<file path="config.mk">
export PLATFORM = sky130hd
export DESIGN_NAME = fisc_fetch_unit
export DESIGN_NICKNAME = d
export VERILOG_FILES = /design/src/rtl/fisc_fetch_unit.sv
export SDC_FILE = /design/constraint.sdc
export NUM_CORES = 1
export LEC_CHECK = 0
export BUFFER_PORTS_ARGS = -buffer_cell sky130_fd_sc_hd__buf_2
export CAP_MARGIN = 25
export CORE_MARGIN = 2
export CORE_UTILIZATION = 53
export DETAILED_ROUTE_END_ITERATION = 10
export PLACE_DENSITY_LB_ADDON = 0.25
export SLEW_MARGIN = 10
export SYNTH_ARGS = -nofsm -noshare
export SYNTH_HDL_FRONTEND = slang
export SYNTH_SLANG_ARGS = --single-unit
</file>
<file path="constraint.sdc">
create_clock -name clk -period 4.25 [get_ports clk]
set_input_delay 0.6375 -clock clk [delete_from_list [all_inputs] [get_ports clk]]
set_output_delay 0.6375 -clock clk [all_outputs]
set_load 0.02 [all_outputs]
</file>
<file path="src/rtl/fisc_fetch_unit.sv">
// FISC instruction fetch: reads memory words, unpacks them lane by lane and queues instructions for decode.
// Define FISC_FETCH_PERF_EN to add the perf_fetched / perf_stall counters.
module fisc_fetch_unit #(
    parameter int WORD_W     = 64,
    parameter int INSN_W     = 32,
    parameter int ADDR_W     = 11,
    parameter int PC_W       = 64,
    parameter int FIFO_DEPTH = 4,
    parameter logic [PC_W-1:0] RESET_PC = '0
) (
    input  logic                          clk,
    input  logic                          reset_n,
    input  logic                          wait_n,
    input  logic                          redirect_valid,
    input  logic [PC_W-1:0]               redirect_pc,
    output logic                          mem_rd,
    output logic [ADDR_W-1:0]             mem_addr,
    input  logic [WORD_W-1:0]             mem_rdata,
    input  logic                          mem_rvalid,
    output logic                          insn_valid,
    output logic [INSN_W-1:0]             insn,
    output logic [PC_W-1:0]               insn_pc,
    input  logic                          insn_ready,
    output logic [$clog2(FIFO_DEPTH):0]   fifo_level
`ifdef FISC_FETCH_PERF_EN
    ,
    output logic [31:0]                   perf_fetched,
    output logic [31:0]                   perf_stall
`endif
);

    localparam int LANES  = WORD_W / INSN_W;
    localparam int IB     = INSN_W / 8;
    localparam int WB     = WORD_W / 8;
    localparam int IB_L   = $clog2(IB);
    localparam int LANE_W = (LANES > 1) ? $clog2(LANES) : 1;
    localparam int PTR_W  = $clog2(FIFO_DEPTH);
    localparam int LVL_W  = PTR_W + 1;

    localparam logic [PC_W-1:0] PC_STEP   = PC_W'(IB);
    localparam logic [PC_W-1:0] PC_ALIGN  = ~(PC_W'(IB - 1));
    localparam logic [PC_W-1:0] WB_DIV    = PC_W'(WB);
    localparam logic [PC_W-1:0] LANES_DIV = PC_W'(LANES);

    localparam logic [1:0] ST_REQ    = 2'd0;
    localparam logic [1:0] ST_WAIT   = 2'd1;
    localparam logic [1:0] ST_UNPACK = 2'd2;

    logic [1:0]        state_q, state_d;
    logic [PC_W-1:0]   pc_q, pc_d;
    logic [LANE_W-1:0] lane_q, lane_d;
    logic              drop_q, drop_d;
    logic              mem_rd_q, mem_rd_d;
    logic [ADDR_W-1:0] mem_addr_q, mem_addr_d;
    logic [PTR_W-1:0]  wr_ptr_q, wr_ptr_d;
    logic [PTR_W-1:0]  rd_ptr_q, rd_ptr_d;
    logic [LVL_W-1:0]  level_q, level_d;
    logic [WORD_W-1:0] word_q;

    logic [INSN_W-1:0] fifo_insn_q [FIFO_DEPTH];
    logic [PC_W-1:0]   fifo_pc_q   [FIFO_DEPTH];

    logic              pop, push, full, capture;
    logic [INSN_W-1:0] push_insn;
    logic [LANE_W-1:0] lane_start;

    assign insn_valid = (level_q != '0);
    assign insn       = insn_valid ? fifo_insn_q[rd_ptr_q] : '0;
    assign insn_pc    = insn_valid ? fifo_pc_q[rd_ptr_q] : '0;
    assign fifo_level = level_q;
    assign mem_rd     = mem_rd_q;
    assign mem_addr   = mem_addr_q;

    always_comb begin
        pop     = insn_valid && insn_ready && !redirect_valid;
        full    = (level_q == LVL_W'(FIFO_DEPTH));
        push    = (state_q == ST_UNPACK) && wait_n && !redirect_valid && (!full || pop);
        capture = (state_q == ST_WAIT) && mem_rvalid && !redirect_valid;

        push_insn = '0;
        for (int l = 0; l < LANES; l++) begin
            if (lane_q == LANE_W'(l)) push_insn = word_q[l*INSN_W +: INSN_W];
        end
        // A word may be entered mid-way after a redirect, so the first lane comes from the PC.
        lane_start = LANE_W'((pc_q >> IB_L) % LANES_DIV);

        state_d    = state_q;
        pc_d       = pc_q;
        lane_d     = lane_q;
        drop_d     = drop_q;
        mem_rd_d   = 1'b0;
        mem_addr_d = mem_addr_q;

        if (redirect_valid) begin
            pc_d    = redirect_pc & PC_ALIGN;
            state_d = ST_REQ;
            // The read in flight belongs to the old path; swallow its response before re-issuing.
            if (state_q == ST_WAIT) drop_d = !mem_rvalid;
            else if (drop_q && mem_rvalid) drop_d = 1'b0;
        end else begin
            case (state_q)
                ST_REQ: begin
                    if (drop_q) begin
                        if (mem_rvalid) drop_d = 1'b0;
                    end else if (wait_n && !full) begin
                        mem_rd_d   = 1'b1;
                        mem_addr_d = ADDR_W'(pc_q / WB_DIV);
                        state_d    = ST_WAIT;
                    end
                end
                ST_WAIT: begin
                    if (capture) begin
                        lane_d  = lane_start;
                        state_d = ST_UNPACK;
                    end
                end
                ST_UNPACK: begin
                    if (push) begin
                        pc_d   = pc_q + PC_STEP;
                        lane_d = lane_q + LANE_W'(1);
                        if (lane_q == LANE_W'(LANES - 1)) state_d = ST_REQ;
                    end
                end
                default: state_d = ST_REQ;
            endcase
        end

        wr_ptr_d = wr_ptr_q;
        rd_ptr_d = rd_ptr_q;
        level_d  = level_q;
        if (redirect_valid) begin
            wr_ptr_d = '0;
            rd_ptr_d = '0;
            level_d  = '0;
        end else begin
            if (push) wr_ptr_d = wr_ptr_q + PTR_W'(1);
            if (pop)  rd_ptr_d = rd_ptr_q + PTR_W'(1);
            if (push && !pop)      level_d = level_q + LVL_W'(1);
            else if (pop && !push) level_d = level_q - LVL_W'(1);
        end
    end

    always_ff @(posedge clk) begin
        if (!reset_n) begin
            state_q    <= ST_REQ;
            pc_q       <= RESET_PC;
            lane_q     <= '0;
            drop_q     <= 1'b0;
            mem_rd_q   <= 1'b0;
            mem_addr_q <= '0;
            wr_ptr_q   <= '0;
            rd_ptr_q   <= '0;
            level_q    <= '0;
        end else begin
            state_q    <= state_d;
            pc_q       <= pc_d;
            lane_q     <= lane_d;
            drop_q     <= drop_d;
            mem_rd_q   <= mem_rd_d;
            mem_addr_q <= mem_addr_d;
            wr_ptr_q   <= wr_ptr_d;
            rd_ptr_q   <= rd_ptr_d;
            level_q    <= level_d;
        end
    end

    // Data storage carries no reset; outputs are masked by insn_valid instead.
    always_ff @(posedge clk) begin
        if (capture) word_q <= mem_rdata;
        if (push) begin
            fifo_insn_q[wr_ptr_q] <= push_insn;
            fifo_pc_q[wr_ptr_q]   <= pc_q;
        end
    end

`ifdef FISC_FETCH_PERF_EN
    logic [31:0] perf_fetched_q, perf_stall_q;
    logic        stall;

    function automatic logic [31:0] sat_inc(input logic [31:0] v);
        return (v == '1) ? v : v + 32'd1;
    endfunction

    assign stall = (state_q == ST_UNPACK) && full && !pop && !redirect_valid;

    always_ff @(posedge clk) begin
        if (!reset_n) begin
            perf_fetched_q <= '0;
            perf_stall_q   <= '0;
        end else begin
            if (push)  perf_fetched_q <= sat_inc(perf_fetched_q);
            if (stall) perf_stall_q   <= sat_inc(perf_stall_q);
        end
    end

    assign perf_fetched = perf_fetched_q;
    assign perf_stall   = perf_stall_q;
`endif

endmodule

</file>
# ---- Word level (Yosys, flattened, before mapping)
# Memory sizes are Yosys's and may differ from the RTL's. A register that Yosys moved wholly into a read port is not among the register bits.
# Cells that the tools add are included.
dict set report word_totals {
  reg_bits 151
  ram_bits 384
  inputBits 134
  output_inout_bits 112
  word_cells 94
  memories 2
}
# name depth width read_ports rd_clocked_by_memory_dff write_ports line
set memory_table {}
lappend memory_table {fifo_pc_q 4 64 1 1 1 61} ;# logic [PC_W-1:0] fifo_pc_q [FIFO_DEPTH];
lappend memory_table {fifo_insn_q 4 32 1 1 1 60} ;# logic [INSN_W-1:0] fifo_insn_q [FIFO_DEPTH];
dict set report classes {
  add_sub_neg 6
  n_eq_ne 9
  muxes 30
  bitwise_logic 4
  reduce_logical 32
}
# operator n
set op_table {}
lappend op_table {{64-bit 2-to-1 mux} 4}
lappend op_table {{64-bit by 3-bit adder with 64-bit output (second input constant)} 1}
lappend op_table {{32-bit 2-to-1 mux} 2}
lappend op_table {{2-bit 2-to-1 mux} 9}
lappend op_table {{1-bit logical AND} 11}
lappend op_table {{1-bit 2-to-1 mux} 11}
lappend op_table {{2-bit != test (second input constant)} 5}
lappend op_table {{2-bit nonzero test} 5}
lappend op_table {{4-bit AND reduction} 2}
lappend op_table {{3-bit 2-to-1 mux} 2}
lappend op_table {{2-bit one-hot mux with 3 select lines} 1}
lappend op_table {{2-bit AND reduction} 3}
lappend op_table {{1-bit logical NOT} 5}
lappend op_table {{5-bit AND reduction} 1}
lappend op_table {{2-bit by 1-bit adder with 2-bit output (second input constant)} 2}
lappend op_table {{1-bit inverter} 4}
lappend op_table {{4-bit OR reduction} 1}
lappend op_table {{3-bit by 1-bit adder with 3-bit output (second input constant)} 1}
lappend op_table {{3-bit == test (second input constant)} 1}
lappend op_table {{3-bit by 1-bit != test with 1-bit output (second input constant)} 1}
lappend op_table {{3-bit nonzero test} 1}
lappend op_table {{3-bit by 1-bit subtractor with 3-bit output (second input constant)} 1}
lappend op_table {{2-bit by 1-bit == test with 1-bit output (second input constant)} 1}
lappend op_table {{2-bit == test (second input constant)} 1}
lappend op_table {{other kinds (5)} 5}

# ---- Longest topological paths before layout
dict set report logic_depth {
  depth_word 9
  mapped_depth 13
  depth_no_buf 11
}

# ---- Worst setup path before layout
# Ideal clock, no wire load.
dict set report synth_timing {
  path_kind {input -> register}
  startpoint {input redirect_valid}
  endpoint {memory fifo_insn_q[2][0] (enable)}
  setup_time_ps 464
  t_arrival_ps 3761
  required_time_ps 3786
  path_slack_ps 25
  path_stages 5
  n_path_buf 3
  cell_sequence {inv_1 > clkbuf_1 > clkbuf_1 > clkbuf_1 > and3_1}
}
dict set report synth_between {
  elab_chain_len 6
  elab_cells_between_ends 7
  classes_between {mux: 2; reduce/logical: 5}
}
# element line
set synth_lines {}
lappend synth_lines {{start: declaration} 14} ;# input logic redirect_valid,
lappend synth_lines {{1-bit logical NOT (*)} {75, 77}}
lappend synth_lines {{1-bit logical AND} 75} ;# pop = insn_valid && insn_ready && !redirect_valid;
lappend synth_lines {{1-bit logical OR} 77} ;# push = (state_q == ST_UNPACK) && wait_n && !redirect_valid && (!full || pop);
lappend synth_lines {{1-bit logical AND (*)} 77}
lappend synth_lines {{1-bit 2-to-1 mux (*)} 170} ;# if (push) begin
lappend synth_lines {{1-bit 2-to-1 mux (not written as such) (*)} 171} ;# fifo_insn_q[wr_ptr_q] <= push_insn;
lappend synth_lines {{end: declaration} 60}
# Mark *: on every way between the ends. The rest lies on a longest branch, timed or not.

==> out/metrics.cfg <==
[timing]
finalHoldViolCount=0
tightest_slew_ns=0.9494
fmax_mhz=296.4
final.setup.tns_ns=0
rsz0062_at_grt=false
max_slew_margin=0.3622
fin_crit_sh=0.7937
finClkSkew_ns=0.01297
finalCriticalPeriod_ns=3.373
fin_ws_ns=0.8767
maxSlewViolCount=0
setup_viol=0

[grt]
grt_overflow=0
grt_use_total=0.2196
grt_pass1_wl_mm=69.37
antenna_found_initial=6
grt_pass1_vias=12170
grt_start_max_net_pins=99

[clock_network]
cts_resized=0
cts_root_buf=clkbuf_16
cts.clk_slew.worst_paths_ns=0.06
htree_levels=2
hold_buffers=0
clock_path_buffers=3
cts_tree=built
numCtsBuffers=50
postCtsSetupRepairBufs=0
clock_latency_ns=0.59
cts_sinks=527

[critical_path]
critPathMaxFanout=31
worstSetupStartpointType=flop
cp.required_ns=3.61
critPathArrivalTime_ns=2.74
path_class=flop to output pin
worstSetupEndpointType=output pin
r2r_setup_slack_ns=1.50

[route]
num_vias=12280
first_iter_violations=977
vias_per_cell=5.818
wl_met1_mm=19.36
drcViolationCount=0
highest_layer=met5
wl_met2_mm=21.75
wl_met3_mm=3.616
final_antenna_net_count=0
wl_per_cell_um=21.61
drt_pass1_iterations=5
drt_wl_total_mm=45.62

[logic_synthesis]
synth-edff-count=440
syn_avg_cell_area_um2=16.47
ys_seq_area_frac=0.6984
synth_cell_type_count=68
yosysWarnings=0
synth-async-reset-ratio=0
synth_top_area_frac=0.6170
syn_area_um2=21410
postSynthCellCount=1300
synth_ff_type=edfxtp_1
synth_largest_area_cell=edfxtp_1
ys_seq_elements=527
synth_area_leaders=edfxtp_1 62%, mux4_2 9.9%, dfxtp_1 8.1%, and2_1 3.0%, mux2_2 1.7%

[pwr]
max-vdd-ir-drop_mv=0.3760
p_leak_nw=8.541
powerDensity_nw_per_um2=413.7

[floorplanning]
placementRows=73
initial_utilization=0.5377
io-pin-count=246
fp.dieW_um=205
fp.dieArea_um2=42030
core_area_um2=39820
die_height_um=205

[outcome]
status=completed

[run]
maxCapViolCount=0

[placed_design]
gp_routability_congestion=0.7901
dpl_worst_slack_ns=1.315
place_inst=2013
placed_cell_area_um2=23230
port-buffer-count=241
dp_hpwl_mm=28.13

[layout]
drive_above_1_share=0.3167
area_delta_synth_final_pct=15.96
nNetsFinal=1686
stdcell_count=2111
design_area_um2=24830

[hold_path]
hold_path.class=primary input to flop

[placed cells by master, fill, tap and decap left out, types with 5 or more instances in the layout]
master     netlist  final
edfxtp_1       440    440
buf_2           13    242
and2_1         102    102
mux4_2          94     94
dfxtp_1         87     84
o21ai_0         62     62
clkbuf_16        0     50
nand3_1         36     36
nand2_1         33     33
mux2_2          32     32
nor3_1          28     28
nand4_1         26     26
nor2_1          25     25
a21oi_1         24     24
nor2b_1         19     19
buf_4            2     19
mux2i_1         15     15
and3_1          18     13
xnor2_1         13     13
and4_1          12     12
clkbuf_1        52     12
xor2_1          11     11
a211oi_1        10     10
a311oi_1        10     10
ha_1            10     10
inv_1           10      9
nor3b_1         10      9
or3_1           10      9
clkinv_2         0      9
nor4_1           9      8
a31oi_1          8      8
nor4b_1          7      7
clkinv_1         0      7
buf_12           0      7
a21o_1           5      5
o211a_1          5      5
[state kept, by name (all words and copies together) (netlist names), named ones only]
| name | flops |
|---|---|
| drop_q | 1 |
| fifo_insn_q | 128 |
| fifo_level | 3 |
| fifo_pc_q | 248 |
| lane_q | 1 |
| mem_addr | 11 |
| mem_rd | 1 |
| pc_q | 62 |
| rd_ptr_q | 2 |
| state_q | 2 |
| word_q | 64 |
| wr_ptr_q | 2 |
[worst paths after layout]
kind / start / to / cells past startpoint
max: flop / insn[22] / 4
min: mem_rdata[45] / word_q[45] / 1
max reg2reg: state_q[0] / fifo_pc_q[3][5] / 6
min reg2reg: wr_ptr_q[1] / wr_ptr_q[1] / 2
[kinds of logic after synthesis]
logic type | after synthesis | share of synthesized area
other cells | 1 | 0.0001751
buf+inv | 90 | 0.01858
fa+ha+maj | 11 | 0.006778
flops | 527 | 0.6984
compound gates | 144 | 0.04166
simple gates | 362 | 0.1019
mux | 141 | 0.1227
xor+xnor | 24 | 0.009816
[where the power goes]
group	switching, mW	internal [mW]
Combinational	0.161	0.130
Sequential	0.0983	5.65
Clock	1.86	2.38
Total	2.12	8.15
[synth_stat cells, types with 13 or more instances]
master    instances
mux2_2           32
xnor2_1          13
o21ai_0          62
nand2_1          33
buf_2            13
dfxtp_1          87
nor2b_1          19
mux4_2           94
clkbuf_1         52
a21oi_1          24
nand4_1          26
and3_1           18
nor3_1           28
and2_1          102
mux2i_1          15
nor2_1           25
edfxtp_1        440
nand3_1          36
[metal layers]
metal  vias to the layer above  global-route usage
met5                         -                   0
met3                        59             0.05059
met2                       419              0.3518
met1                      6193              0.3042
met4                         4             0.06269
li1                       5607                   -
[area by class of cell]
type	count	area, µm²
fill	2975	14990
sequential	527	14960
multi-input combinational	684	6102
timing repair buffer	268	1494
clock buffer	66	1351
tap	525	656.9
clock inverter	27	216.5
inverter	10	37.54
antenna	4	10.01
[through the flow]
stage / util / hold slack (ns) / power (mW)
after floorplan: - / 0.4548 / 5.990
after global placement: 0.5833 / 0.4837 / 6.127
after detailed placement: 0.5834 / 0.5014 / 6.141
after CTS: 0.6228 / 0.1937 / 10.36
after global routing: 0.6234 / 0.2019 / 10.59
final: 0.6235 / 0.2230 / 10.27
[critical path, stage by stage (launching register included)]
cell	delay [ns]
dfxtp_4	0.81
buf_4	0.40
mux4_2	0.54
and2_1	0.21
buf_2	0.17
No activity file was read; power rests on OpenSTA's default activity.
